--- config.mk ---
export PLATFORM = sky130hd
export DESIGN_NAME = pixel_probe_flat
export DESIGN_NICKNAME = d
export VERILOG_FILES = /design/src/rtl/pixel_probe_pkg.sv /design/src/rtl/pixel_probe_if.sv /design/src/rtl/pixel_probe_addr_gen.sv /design/src/rtl/pixel_probe.sv /design/src/flat_wrapper.sv
export SDC_FILE = /design/constraint.sdc
export NUM_CORES = 1
export LEC_CHECK = 0
export CAP_MARGIN = 20
export CELL_PAD_IN_SITES_DETAIL_PLACEMENT = 1
export CELL_PAD_IN_SITES_GLOBAL_PLACEMENT = 1
export CORE_MARGIN = 4
export CORE_UTILIZATION = 39
export DETAILED_ROUTE_END_ITERATION = 8
export PLACE_DENSITY_LB_ADDON = 0.1
export SLEW_MARGIN = 10
export SYNTH_ARGS = -nofsm -noshare
export SYNTH_HDL_FRONTEND = slang
export SYNTH_SLANG_ARGS = --single-unit
export TNS_END_PERCENT = 50
--- constraint.sdc ---
create_clock -name clk -period 4.5 [get_ports clk]
set_clock_uncertainty 0.1 [all_clocks]
set_input_delay 0.9 -clock clk [delete_from_list [all_inputs] [get_ports clk]]
set_output_delay 0.9 -clock clk [all_outputs]
set_load 0.02 [all_outputs]
--- src/rtl/pixel_probe_pkg.sv ---
// pixel_probe_pkg: shared probe state encoding, framebuffer geometry and address helper
package pixel_probe_pkg;
    typedef enum logic [1:0] {IDLE, SCAN, DRAIN, DONE} probe_state_t;
    localparam int H_RES_DEF = 160;
    localparam int V_RES_DEF = 120;
    localparam int ADDR_W = 15;
    localparam logic [4:0] MAX_HITS = 5'd16;
    function automatic logic [ADDR_W-1:0] pix_addr(input logic [8:0] px, input logic [7:0] py, input logic [ADDR_W-1:0] h);
        return ADDR_W'(py) * h + ADDR_W'(px);
    endfunction
endpackage

--- src/rtl/pixel_probe_if.sv ---
// pixel_probe_if: probe request/result handshake plus background-memory read port
interface pixel_probe_if;
    import pixel_probe_pkg::*;
    logic req;
    logic [7:0] x;
    logic [6:0] y;
    logic [1:0] size;
    logic busy;
    logic done;
    logic hit;
    logic [4:0] hit_count;
    logic [7:0] hit_x;
    logic [6:0] hit_y;
    logic [ADDR_W-1:0] mem_addr;
    logic mem_rden;
    logic [2:0] mem_q;
    modport master (output req, x, y, size, mem_q, input busy, done, hit, hit_count, hit_x, hit_y, mem_addr, mem_rden);
    modport slave (input req, x, y, size, mem_q, output busy, done, hit, hit_count, hit_x, hit_y, mem_addr, mem_rden);
endinterface

--- src/rtl/pixel_probe_addr_gen.sv ---
// probe_addr_gen: walks the square footprint in raster order and registers the read address per pixel
module probe_addr_gen import pixel_probe_pkg::*; #(
    parameter int H_RES = H_RES_DEF,
    parameter int V_RES = V_RES_DEF
) (
    input  logic clk,
    input  logic reset,
    input  logic start,
    input  logic step,
    input  logic stop,
    input  logic [7:0] x,
    input  logic [6:0] y,
    input  logic [1:0] size,
    output logic [7:0] px,
    output logic [6:0] py,
    output logic oob,
    output logic last,
    output logic [ADDR_W-1:0] mem_addr,
    output logic mem_rden
);
    localparam logic [8:0] H_MAX = 9'(H_RES);
    localparam logic [7:0] V_MAX = 8'(V_RES);
    localparam logic [ADDR_W-1:0] H_W = ADDR_W'(H_RES);
    logic [7:0] bx_q, bx_d;
    logic [6:0] by_q, by_d;
    logic [1:0] sz_q, sz_d, dx_q, dx_d, dy_q, dy_d, ndx, ndy;
    logic [ADDR_W-1:0] addr_q, addr_d;
    logic rden_q, rden_d;
    logic [8:0] cx, nx;
    logic [7:0] cy, ny;
    always_comb begin
        cx = {1'b0, bx_q} + {7'd0, dx_q};
        cy = {1'b0, by_q} + {6'd0, dy_q};
        px = cx[7:0];
        py = cy[6:0];
        oob = !(cx < H_MAX && cy < V_MAX);
        last = dx_q == sz_q && dy_q == sz_q;
        ndx = dx_q == sz_q ? 2'd0 : dx_q + 2'd1;
        ndy = dx_q == sz_q ? dy_q + 2'd1 : dy_q;
        nx = start ? {1'b0, x} : {1'b0, bx_q} + {7'd0, ndx};
        ny = start ? {1'b0, y} : {1'b0, by_q} + {6'd0, ndy};
        bx_d = start ? x : bx_q;
        by_d = start ? y : by_q;
        sz_d = start ? size : sz_q;
        dx_d = start ? 2'd0 : step ? ndx : dx_q;
        dy_d = start ? 2'd0 : step ? ndy : dy_q;
        addr_d = start || step ? pix_addr(nx, ny, H_W) : addr_q;
        rden_d = start || step ? (nx < H_MAX && ny < V_MAX) : stop ? 1'b0 : rden_q;
    end
    always_ff @(posedge clk or posedge reset)
        if (reset) begin
            bx_q <= '0;
            by_q <= '0;
            sz_q <= '0;
            dx_q <= '0;
            dy_q <= '0;
            addr_q <= '0;
            rden_q <= 1'b0;
        end else begin
            bx_q <= bx_d;
            by_q <= by_d;
            sz_q <= sz_d;
            dx_q <= dx_d;
            dy_q <= dy_d;
            addr_q <= addr_d;
            rden_q <= rden_d;
        end
    assign mem_addr = addr_q;
    assign mem_rden = rden_q;
endmodule

--- src/rtl/pixel_probe.sv ---
// pixel_probe: scans a square footprint in background memory and reports obstacle pixels
module pixel_probe import pixel_probe_pkg::*; #(
    parameter int H_RES = H_RES_DEF,
    parameter int V_RES = V_RES_DEF,
    parameter logic [2:0] WALL_COLOR = 3'b000
) (
    input logic clk,
    input logic reset,
    pixel_probe_if.slave p
);
    probe_state_t state_q, state_d;
    logic busy_q, busy_d, done_q, done_d, hit_q, hit_d;
    logic [4:0] cnt_q, cnt_d;
    logic [7:0] hx_q, hx_d, spx_q, spx_d, px;
    logic [6:0] hy_q, hy_d, spy_q, spy_d, py;
    logic sv_q, sv_d, so_q, so_d;
    logic start, scan, last, oob, obst;
    probe_addr_gen #(.H_RES(H_RES), .V_RES(V_RES)) u_gen (
        .clk(clk), .reset(reset), .start(start), .step(scan && !last), .stop(scan && last),
        .x(p.x), .y(p.y), .size(p.size), .px(px), .py(py), .oob(oob), .last(last),
        .mem_addr(p.mem_addr), .mem_rden(p.mem_rden)
    );
    // the s*_q stage tracks the pixel whose mem_q arrives this cycle
    always_comb begin
        start = state_q == IDLE && p.req;
        scan = state_q == SCAN;
        state_d = start ? SCAN : scan && last ? DRAIN : state_q == DRAIN ? DONE : state_q == DONE ? IDLE : state_q;
        busy_d = state_d != IDLE;
        done_d = state_d == DONE;
        sv_d = scan;
        so_d = oob;
        spx_d = px;
        spy_d = py;
        obst = sv_q && (so_q || p.mem_q == WALL_COLOR);
        hit_d = start ? 1'b0 : hit_q || obst;
        hx_d = start ? 8'd0 : obst && !hit_q ? spx_q : hx_q;
        hy_d = start ? 7'd0 : obst && !hit_q ? spy_q : hy_q;
        cnt_d = start ? 5'd0 : obst && cnt_q != MAX_HITS ? cnt_q + 5'd1 : cnt_q;
    end
    always_ff @(posedge clk or posedge reset)
        if (reset) begin
            state_q <= IDLE;
            busy_q <= 1'b0;
            done_q <= 1'b0;
            hit_q <= 1'b0;
            cnt_q <= '0;
            hx_q <= '0;
            hy_q <= '0;
            sv_q <= 1'b0;
            so_q <= 1'b0;
            spx_q <= '0;
            spy_q <= '0;
        end else begin
            state_q <= state_d;
            busy_q <= busy_d;
            done_q <= done_d;
            hit_q <= hit_d;
            cnt_q <= cnt_d;
            hx_q <= hx_d;
            hy_q <= hy_d;
            sv_q <= sv_d;
            so_q <= so_d;
            spx_q <= spx_d;
            spy_q <= spy_d;
        end
    assign p.busy = busy_q;
    assign p.done = done_q;
    assign p.hit = hit_q;
    assign p.hit_count = cnt_q;
    assign p.hit_x = hx_q;
    assign p.hit_y = hy_q;
endmodule

--- src/flat_wrapper.sv ---
// flat-port wrapper written by rule: the top's interface ports become plain ports
module pixel_probe_flat import pixel_probe_pkg::*;
#(
    parameter int H_RES = H_RES_DEF,
    parameter int V_RES = V_RES_DEF,
    parameter logic [2:0] WALL_COLOR = 3'b000
)
  (clk, reset, p_req, p_x, p_y, p_size, p_mem_q, p_busy, p_done, p_hit, p_hit_count, p_hit_x, p_hit_y, p_mem_addr, p_mem_rden);
  pixel_probe_if p_i ();
  input logic clk;
  input logic reset;
  input wire logic [$bits(p_i.req)-1:0] p_req;
  input wire logic [$bits(p_i.x)-1:0] p_x;
  input wire logic [$bits(p_i.y)-1:0] p_y;
  input wire logic [$bits(p_i.size)-1:0] p_size;
  input wire logic [$bits(p_i.mem_q)-1:0] p_mem_q;
  output wire logic [$bits(p_i.busy)-1:0] p_busy;
  output wire logic [$bits(p_i.done)-1:0] p_done;
  output wire logic [$bits(p_i.hit)-1:0] p_hit;
  output wire logic [$bits(p_i.hit_count)-1:0] p_hit_count;
  output wire logic [$bits(p_i.hit_x)-1:0] p_hit_x;
  output wire logic [$bits(p_i.hit_y)-1:0] p_hit_y;
  output wire logic [$bits(p_i.mem_addr)-1:0] p_mem_addr;
  output wire logic [$bits(p_i.mem_rden)-1:0] p_mem_rden;
  assign p_i.req = p_req;
  assign p_i.x = p_x;
  assign p_i.y = p_y;
  assign p_i.size = p_size;
  assign p_i.mem_q = p_mem_q;
  assign p_busy = p_i.busy;
  assign p_done = p_i.done;
  assign p_hit = p_i.hit;
  assign p_hit_count = p_i.hit_count;
  assign p_hit_x = p_i.hit_x;
  assign p_hit_y = p_i.hit_y;
  assign p_mem_addr = p_i.mem_addr;
  assign p_mem_rden = p_i.mem_rden;
  pixel_probe #(.H_RES(H_RES), .V_RES(V_RES), .WALL_COLOR(WALL_COLOR)) u_core (.clk(clk), .reset(reset), .p(p_i));
endmodule
==> flow_summary.yaml <==
finish:
  area_growth_pct: 27.0
  fillers: 1243
  diodes: 0
  layout-drive-gt1-share: 0.133
  nets: 577
  utilization: 0.514
  fin_area_sq_um: 5670
min_path:
  min_path_cells: 1
  hold_class: "flop to flop"
  hp-start: "u_core.spx_q[3]$_DFF_PP0_"
  whs_endpoint: "u_core.p.hit_x[3]$_DFFE_PP0P_"
yosys:
  netlist_instances: 449
  avgSynthCellArea_sq_um: 9.94
  netlist_area_sq_um: 4460
  synth_area_leaders: "dfrtp_1, ha_1, nand2_1, xnor2_1, nor2_1"
  synth_cell_types: 63
  ys_seq_area_frac: 0.443
  ys_ff_latch: 79
  yosysTopAreaCellShare: 0.443
  synth_edf_count: 0
  yosysTopAreaCell: "dfrtp_1"
  yosys_warnings: 0
  syn-num-nets: 504
  synthArstFlopShare: 1.00
  synth_flop_cell: "dfrtp_1"
worst_setup_path:
  end_kind: "flop"
  r2r-start: "u_core.u_gen.sz_q[0]$_DFFE_PP0P_"
  r2r_cells: 18
  worstPathArrival_ns: 4.36
  crit_family: "adder cells"
  worstPathRequired_ns: 4.63
  critPathMaxStageDelay_ns: 0.56
  crit_type: "flop to flop"
  r2r_slack_ns: 0.26
  path_buf_inv: 2
  cpMaxStageDelayCell: "fa_2"
  r2r-end: "u_core.u_gen.mem_addr[12]$_DFFE_PP0P_"
  cp_max_fo: 4
  start_kind: "flop"
  critical_path.cell_chain: "xor2_1 > nor2_2 > nand2_2 > xnor2_2 > ha_1 > a21o_1 > a211o_1 > o221ai_2 > inv_2 > ha_4 > ha_4 > fa_2 > nand3_1 > o211ai_1 > nand4_1 > buf_4 > xnor2_1 > mux2_2"
  cpMostUsedCell: "ha_4"
floorplanning:
  die_w_microns: 115
  design.die.area_sq_um: 13200
  rows: 38
  initial_core_util: 0.405
  coreArea_sq_um: 11000
  io_pins: 62
  die_h_microns: 115
clock_network:
  clock_latency_ns: 0.34
  clock-sinks: 79
  h-tree-depth: 3
  clk_pin_slew_ns: 0.06
  cts_buffers: 9
  cts_tree: "built"
  cts_root_buf: "clkbuf_16"
  cts_max_path_buffers: 2
sta:
  hold_slack_ns: 0.361
  worst_pin_slew_ns: 1.00
  period_needed_ns: 4.24
  post-route-period-util: 0.941
  slew_violations: 0
  max_freq_mhz: 236
  setup_viol_count_final: 0
  hold_violations: 0
  max-slew-margin-rel: 0.327
placed_design:
  routabilityCongestion: 0.831
  portBuffers: 61
  post_dp_cell_area_sq_um: 5270
  dpl.hpwl_microns: 8220
global_route:
  track_usage: 0.178
  grt_antenna_before_repair: 0
  grt_start_max_net_pins: 46
  grt_pass1_wl_microns: 18600
  grt_pass1_vias: 3703
  grt_overflow: 0
drt:
  routed_via_density: 5.20
  routed_wl_microns: 11100
  num_vias: 3466
  wl_per_cell_microns: 16.6
  drt_pre_antenna_iters: 6
  drt_iter0_drc: 96
  antenna_left: 0
  drc_errors: 0
flow_run:
  maxCapViolCount: 0
outcome:
  outcome: "finished, final reports clean"
cell type report:
class                           instances  area [sq um]  share of cell area
Multi-Input combinational cell        326          2360               0.416
Sequential cell                        79          1980               0.349
Timing Repair Buffer                   79           746               0.132
Clock buffer                           12           256              0.0452
Tap cell                              140           175              0.0309
Inverter                               27           103              0.0181
Clock inverter                          4          52.6             0.00927
cell usage after synthesis (8+ instances only):
| library cell | number |
|---|---|
| buf_2 | 8 |
| inv_1 | 27 |
| o21ai_0 | 19 |
| dfrtp_1 | 79 |
| a21oi_1 | 16 |
| nand2_1 | 66 |
| nor2_1 | 40 |
| xor2_1 | 16 |
| a22o_1 | 15 |
| ha_1 | 26 |
| xnor2_1 | 23 |
state kept, by name, indices dropped and copies added (netlist names):
signal                 count
u_core.sv_q                1
u_core.u_gen.mem_addr     15
u_core.p.hit_y             7
u_core.p.hit               1
u_core.u_gen.dx_q          2
u_core.so_q                1
u_core.p.hit_x             8
u_core.u_gen.bx_q          8
u_core.state_q             2
u_core.spx_q               8
u_core.u_gen.by_q          7
u_core.u_gen.mem_rden      1
u_core.p.busy              1
u_core.u_gen.dy_q          2
u_core.u_gen.sz_q          2
u_core.p.hit_count         5
u_core.p.done              1
u_core.spy_q               7
placed cells by master, fill, tap and decap left out, types with 3 or more instances in the layout:
master,n
or3_1,5
a22o_1,15
nand2_1,65
mux2_2,3
nand4_1,6
and3_1,3
ha_1,22
mux2i_1,7
inv_1,25
clkdlybuf4s50_1,61
o21ai_0,19
a21o_1,4
buf_4,18
a21oi_1,16
nand3_1,6
fa_1,4
nor2_1,39
clkbuf_16,9
nand2b_1,4
nor3_1,7
nor2b_1,4
dfrtp_1,79
xor2_1,16
xnor2_1,22
a31o_2,4
worst register-to-register path: stages, from the launching register on:
cell,delay (ns)
dfrtp_1,0.42
xor2_1,0.17
nor2_2,0.19
nand2_2,0.10
xnor2_2,0.16
ha_1,0.32
a21o_1,0.19
a211o_1,0.30
o221ai_2,0.08
inv_2,0.07
ha_4,0.25
ha_4,0.16
fa_2,0.56
nand3_1,0.08
o211ai_1,0.22
nand4_1,0.19
buf_4,0.19
xnor2_1,0.11
mux2_2,0.26
cell families (layout without fill, tap and decap cells):
logic type / after synthesis / count (layout) / synth area share
other: 1 / 1 / 0.000840
adder cells (fa/ha/maj): 32 / 32 / 0.0998
buffers and inverters: 44 / 122 / 0.0443
AND/OR/NAND/NOR: 156 / 156 / 0.170
flip-flops: 79 / 79 / 0.443
XOR/XNOR: 39 / 39 / 0.0765
multiplexers: 10 / 10 / 0.0233
AO/OA/AOI/OAI: 88 / 88 / 0.142
per-stage QoR:
| stage | TNS, ns | setup slack (ns) | instances |
|---|---|---|---|
| final | 0 | 0.264 | 667 |
| after global placement | 0 | 0.213 | 648 |
| after detailed placement | 0 | 0.0174 | 648 |
| after global routing | -0.0227 | -0.0227 | 667 |
| after CTS | 0 | 0.0396 | 664 |
| after floorplan | 0 | 0.114 | 449 |
worst max-delay path by stage:
stage / depth (start not counted) / from / slack [ns] / endpoint
after CTS: 17 / u_core.u_gen.sz_q[0]$_DFFE_PP0P_ / 0.04 / u_core.u_gen.mem_addr[14]$_DFFE_PP0P_
after global placement: 18 / u_core.u_gen.sz_q[1]$_DFFE_PP0P_ / 0.21 / u_core.u_gen.mem_addr[12]$_DFFE_PP0P_
after global routing: 18 / u_core.u_gen.sz_q[0]$_DFFE_PP0P_ / -0.02 / u_core.u_gen.mem_addr[12]$_DFFE_PP0P_
after floorplan: 17 / u_core.u_gen.dx_q[1]$_DFFE_PP0P_ / 0.11 / u_core.u_gen.mem_addr[14]$_DFFE_PP0P_
final: 18 / u_core.u_gen.sz_q[0]$_DFFE_PP0P_ / 0.26 / u_core.u_gen.mem_addr[12]$_DFFE_PP0P_
after detailed placement: 17 / u_core.u_gen.sz_q[1]$_DFFE_PP0P_ / 0.02 / u_core.u_gen.mem_addr[14]$_DFFE_PP0P_
repair_timing:
| item | CTS | global route |
|---|---|---|
| setup buffers | 0 | 2 |
| endpoints found under the setup margin | 1 | 4 |
| hold buffers | 0 | 0 |
| pin swaps | 0 | 11 |
| gates resized for setup | 1 | 17 |
routing by layer:
metal / wire length [microns] / vias to the layer above / track usage / part of all wire
li1: - / 1694 / - / -
met1: 4980 / 1714 / 0.225 / 0.45
met2: 5590 / 45 / 0.307 / 0.51
met3: 324 / 13 / 0.0305 / 0.029
met4: 177 / 0 / 0.0610 / 0.016
met5: 0 / - / 0 / 0
Power is left out: the tool's default activity adds up to more than one toggle a clock period on the data nets, which glitch-free logic cannot reach.
